File: config.mk
export PLATFORM = sky130hd
export DESIGN_NAME = rv_stream_gen_flat
export DESIGN_NICKNAME = d
export VERILOG_FILES = /design/src/rtl/rv_stream_gen_if.sv /design/src/rtl/rv_stream_gen.sv /design/src/flat_wrapper.sv
export SDC_FILE = /design/constraint.sdc
export NUM_CORES = 1
export LEC_CHECK = 0
export CORE_UTILIZATION = 58
export CTS_BUF_LIST = sky130_fd_sc_hd__clkbuf_4
export CTS_CLUSTER_DIAMETER = 80
export DETAILED_ROUTE_END_ITERATION = 12
export GPL_ROUTABILITY_DRIVEN = 0
export PLACE_DENSITY_LB_ADDON = 0.3
export SLEW_MARGIN = 40
export SYNTH_ARGS = -nofsm -noshare
export SYNTH_HDL_FRONTEND = slang
export SYNTH_SLANG_ARGS = --single-unit
File: constraint.sdc
create_clock -name clk -period 5 [get_ports clk]
set_input_delay 0.75 -clock clk [delete_from_list [all_inputs] [get_ports clk]]
set_output_delay 0.75 -clock clk [all_outputs]
set_load 0.05 [all_outputs]
File: src/rtl/rv_stream_gen_if.sv
// rtl/rv_stream_gen_if.sv - rv_if ready/valid byte stream interface
interface rv_if;
    logic       valid;
    logic       ready;
    logic [7:0] data;

    modport egress  (output valid, output data, input  ready);
    modport ingress (input  valid, input  data, output ready);
endinterface

File: src/rtl/rv_stream_gen.sv
// rtl/rv_stream_gen.sv - rv_if burst source (incrementing/LFSR data); optional RV_STREAM_GEN_THROTTLE_EN inter-beat gaps
module rv_stream_gen #(
    parameter logic [7:0] SEED  = 8'hA5,
    parameter int         LEN_W = 16
) (
    input  logic             clk,
    input  logic             rst,
    input  logic             start,
    input  logic [LEN_W-1:0] len,
    input  logic             mode,
`ifdef RV_STREAM_GEN_THROTTLE_EN
    input  logic [7:0]       gap_thresh,
`endif
    rv_if.egress             rv_e,
    output logic             last,
    output logic             busy,
    output logic             done,
    output logic [LEN_W-1:0] beat_cnt
);

    localparam logic [0:0] IDLE = 1'b0;
    localparam logic [0:0] SEND = 1'b1;

    // An all-zero LFSR state would lock up, so LFSR bursts start from 1 instead.
    localparam logic [7:0] LFSR_SEED = (SEED == 8'h00) ? 8'h01 : SEED;

    function automatic logic [7:0] lfsr_next(input logic [7:0] d);
        return {d[6:0], d[7] ^ d[5] ^ d[4] ^ d[3]};
    endfunction

    logic [0:0]       state;
    logic             valid_q;
    logic [7:0]       data_q;
    logic [LEN_W-1:0] len_q;
    logic             mode_q;
    logic             hs;
    logic             final_beat;
    logic             gap;

`ifdef RV_STREAM_GEN_THROTTLE_EN
    logic [7:0] gap_lfsr;

    always_ff @(posedge clk or posedge rst) begin
        if (rst) begin
            gap_lfsr <= 8'hE1;
        end else begin
            gap_lfsr <= lfsr_next(gap_lfsr);
        end
    end

    assign gap = (gap_lfsr < gap_thresh);
`else
    assign gap = 1'b0;
`endif

    assign hs         = valid_q & rv_e.ready;
    assign final_beat = (beat_cnt == len_q - LEN_W'(1));
    assign last       = valid_q & final_beat;
    assign busy       = (state == SEND);
    assign rv_e.valid = valid_q;
    assign rv_e.data  = data_q;

    always_ff @(posedge clk or posedge rst) begin
        if (rst) begin
            state    <= IDLE;
            valid_q  <= 1'b0;
            data_q   <= 8'h00;
            len_q    <= '0;
            mode_q   <= 1'b0;
            done     <= 1'b0;
            beat_cnt <= '0;
        end else begin
            done <= 1'b0;
            case (state)
                IDLE: begin
                    if (start) begin
                        beat_cnt <= '0;
                        if (len != '0) begin
                            len_q   <= len;
                            mode_q  <= mode;
                            data_q  <= mode ? LFSR_SEED : SEED;
                            valid_q <= 1'b1;
                            state   <= SEND;
                        end else begin
                            done <= 1'b1;
                        end
                    end
                end
                SEND: begin
                    if (hs) begin
                        beat_cnt <= beat_cnt + LEN_W'(1);
                        data_q   <= mode_q ? lfsr_next(data_q) : data_q + 8'd1;
                        if (final_beat) begin
                            valid_q <= 1'b0;
                            done    <= 1'b1;
                            state   <= IDLE;
                        end else begin
                            valid_q <= ~gap;
                        end
                    end else if (!valid_q) begin
                        // Inside a throttle gap: re-offer once the compare fails.
                        valid_q <= ~gap;
                    end
                end
                default: state <= IDLE;
            endcase
        end
    end

endmodule

File: src/flat_wrapper.sv
// flat-port wrapper written by rule: the top's interface ports become plain ports
module rv_stream_gen_flat 
#(
    parameter logic [7:0] SEED  = 8'hA5,
    parameter int         LEN_W = 16
)
  (clk, rst, start, len, mode, last, busy, done, beat_cnt, rv_e_valid, rv_e_data, rv_e_ready);
  rv_if rv_e_i ();
  input  logic clk;
  input  logic rst;
  input  logic start;
  input  logic [LEN_W-1:0] len;
  input  logic mode;
  output logic last;
  output logic busy;
  output logic done;
  output logic [LEN_W-1:0] beat_cnt;
  output wire logic [$bits(rv_e_i.valid)-1:0] rv_e_valid;
  output wire logic [$bits(rv_e_i.data)-1:0] rv_e_data;
  input wire logic [$bits(rv_e_i.ready)-1:0] rv_e_ready;
  assign rv_e_valid = rv_e_i.valid;
  assign rv_e_data = rv_e_i.data;
  assign rv_e_i.ready = rv_e_ready;
  rv_stream_gen #(.SEED(SEED), .LEN_W(LEN_W)) u_core (.clk(clk), .rst(rst), .start(start), .len(len), .mode(mode), .rv_e(rv_e_i), .last(last), .busy(busy), .done(done), .beat_cnt(beat_cnt));
endmodule
==> metrics.yaml <==
diodes: 0
dpl_cell_area_mm2: 0.00308
rsz0062_at_grt: "false"
portBuffers: 48
holdBufCountCts: 0
wire_per_inst_um: 16.6
r2r-end: "u_core.done"
yosys_warnings: 0
grt_pass1_vias: 2048
fin_setup_tns_ps: 0
fin_hold_ws_ps: 589
async_flop_share_pct: 100
r2r_slack_ps: 2590
cp_cell_sequence: "inv_1 > ha_1 > nor3b_1 > and2_1 > xnor2_1 > a32oi_1 > nor4b_2 > and4_1 > clkdlybuf4s50_1"
cts_root_buffer: "clkbuf_4"
status: "finished clean"
drive_above_1_share_pct: 10.2
cp-start-kind: "flip-flop"
cts_sinks: 44
hpwl_um: 4480
final-max-slew-violation-count: 0
critPathBufInv: 2
grt_use_total_pct: 28.1
max_stage_delay_ps: 810
ys_seq_area_share_pct: 42.9
ys_ff_latch: 44
worstPathRequired_ps: 4250
comb_power_share_pct: 43.6
crit_slowest_cell: "clkdlybuf4s50_1"
cts.clk_slew.worst_paths_ps: 120
synth_area_leader_cell: "dfrtp_1"
cts_resized: 0
clkLatencyLatePin_ps: 370
p_sw_uw: 563
areaGrowthSynthToFinish_pct: 22.2
critPathCaptureType: "output pin"
yosysTopAreaCellShare_pct: 42.9
setup_viol: 0
swShare_pct: 43.9
max_slew.worst_pin.slew_ps: 692
finalCritPeriodShare_pct: 84.4
most-common-layout-cells: "48 x clkdlybuf4s50_1, 44 x dfrtp_1, 22 x nand2_1, 21 x nor2_1, 19 x xnor2_1"
p_clk_share_pct: 14.0
min_path_cells: 1
crit_fanout: 7
synthesis.nets: 292
p_leak_nw: 1.26
postRouteAntennaNets: 0
vias_per_cell: 6.01
stdcell_area_mm2: 0.00314
htreeDepth: 2
grt-ovfl-total: 0
synth_area_leaders: "dfrtp_1 43%, mux2_2 7.0%, xnor2_1 6.5%"
synth_area_per_cell_um2: 9.58
holdPathEnd: "u_core.beat_cnt[15]"
fin_skew_ps: 9.98
hp-start: "u_core.beat_cnt[15]"
timing.fmax_mhz: 237
cts_buffers: 5
dieWidth_um: 68.6
worst_ep_arrival_time_ps: 3470
rr_startpoint: "u_core.len_q[2]"
synth-edff-count: 0
rows: 23
syn_inst: 268
max-slew-margin-rel_pct: 53.8
synthFlopType: "dfrtp_1"
cts_tree: "built"
critical_path_class: "flip-flop to output pin"
firstDrtPassIters: 4
grt_pass1_wl_um: 9560
fin_crit_ps: 4220
antenna_found_initial: 0
start_util_pct: 62.4
hold_viol: 0
final_common_cell: "clkdlybuf4s50_1"
grt_max_degree: 45
cp_top_family: "simple AND/OR/NAND/NOR gates"
postCtsSetupRepairBufs: 0
wirelength_um: 6050
io_pins: 49
synthDistinctLibCells: 46
die_area_mm2: 0.00470
vias: 2195
drt_iter0_drc: 148
drv_cap: 0
power_frac_seq_pct: 42.4
core_area_mm2: 0.00412
clk_path_buf_depth: 2
netlist_area_mm2: 0.00257
die_h_um: 68.6
cellPowerDensity_mw_per_mm2: 408
nets: 338
hp-class: "flip-flop to flip-flop"
drcViolationCount: 0
power.internal_uw: 719
ff2ff_path_depth: 6
ir_drop_mv: 0.290
-- worst max-delay path by stage --
stage | start | end | depth (start not counted)
2_1_floorplan | u_core.len_q[0] | last | 8
3_3_place_gp | u_core.len_q[0] | last | 9
3_5_place_dp | u_core.len_q[0] | last | 9
4_1_cts | u_core.len_q[1] | last | 9
5_1_grt | u_core.len_q[0] | last | 9
6_report | u_core.len_q[1] | last | 9
-- kinds of logic (layout without fill, tap and decap cells) --
logic type               Yosys count  in the layout  share of synthesized area (%)
AND/OR/NAND/NOR                  106            106                           22.7
AO/OA/AOI/OAI                     46             46                           11.0
flip-flops                        44             44                           42.9
XOR/XNOR                          31             31                           10.6
multiplexers                      21             21                           8.96
buffers and inverters             17             64                           2.48
adder cells (fa/ha/maj)            3              3                           1.46
-- per-stage QoR --
step	cells	total power, mW	setup slack [ps]	utilization, %
final	365	1.28	780	76.3
after detailed placement	357	1.11	1220	74.9
after floorplan	268	0.919	1950	-
after global routing	365	1.35	469	76.3
after global placement	357	1.09	1320	74.9
after CTS	365	1.28	819	76.3
-- worst register-to-register path, delay by kind of cell (launching register included) --
family          cells  cell delay [ps]
compound gates      2              420
flops               1              510
simple gates        4             1430
-- state kept, by name, summed over array words and instances, names as in the netlist --
name / cells
u_core.len_q: 16
u_core.beat_cnt: 16
u_core.rv_e.data: 8
u_core.rv_e.valid: 1
u_core.done: 1
u_core.busy: 1
u_core.mode_q: 1
-- power groups by stage --
stage               Sequential (mW)  Clock (mW)  Combinational (mW)
floorplan                     0.680           0               0.239
global placement              0.544           0               0.544
detailed placement            0.549           0               0.556
CTS                           0.541       0.180               0.559
global route                  0.556       0.194               0.602
finish                        0.544       0.180               0.558
-- layout make-up --
cell class	instances	area, µm²
Clock buffer	7	52.6
Clock inverter	1	3.75
Fill cell	303	976
Inverter	7	26.3
Multi-Input combinational cell	207	1410
Sequential cell	44	1100
Tap cell	50	62.6
Timing Repair Buffer	49	488
-- synthesized netlist by cell type, types with 6 or more instances --
master / instances
nor2_1: 21
clkbuf_1: 9
nor4_1: 6
nand3_1: 15
nand2_1: 22
o21ai_0: 16
mux2_2: 16
nand4_1: 6
dfrtp_1: 44
nor2b_1: 6
inv_1: 7
xor2_1: 12
xnor2_1: 19
a21oi_1: 13
-- metal layers --
metal / routed length, µm / track usage, % / share of wire (%)
met1: 2740 / 36.3 / 45
met3: 288 / 5.10 / 4.8
met4: 108 / 10.2 / 1.8
met5: 0 / 0 / 0
met2: 2910 / 46.7 / 48
(Power assumes the default switching activity.)
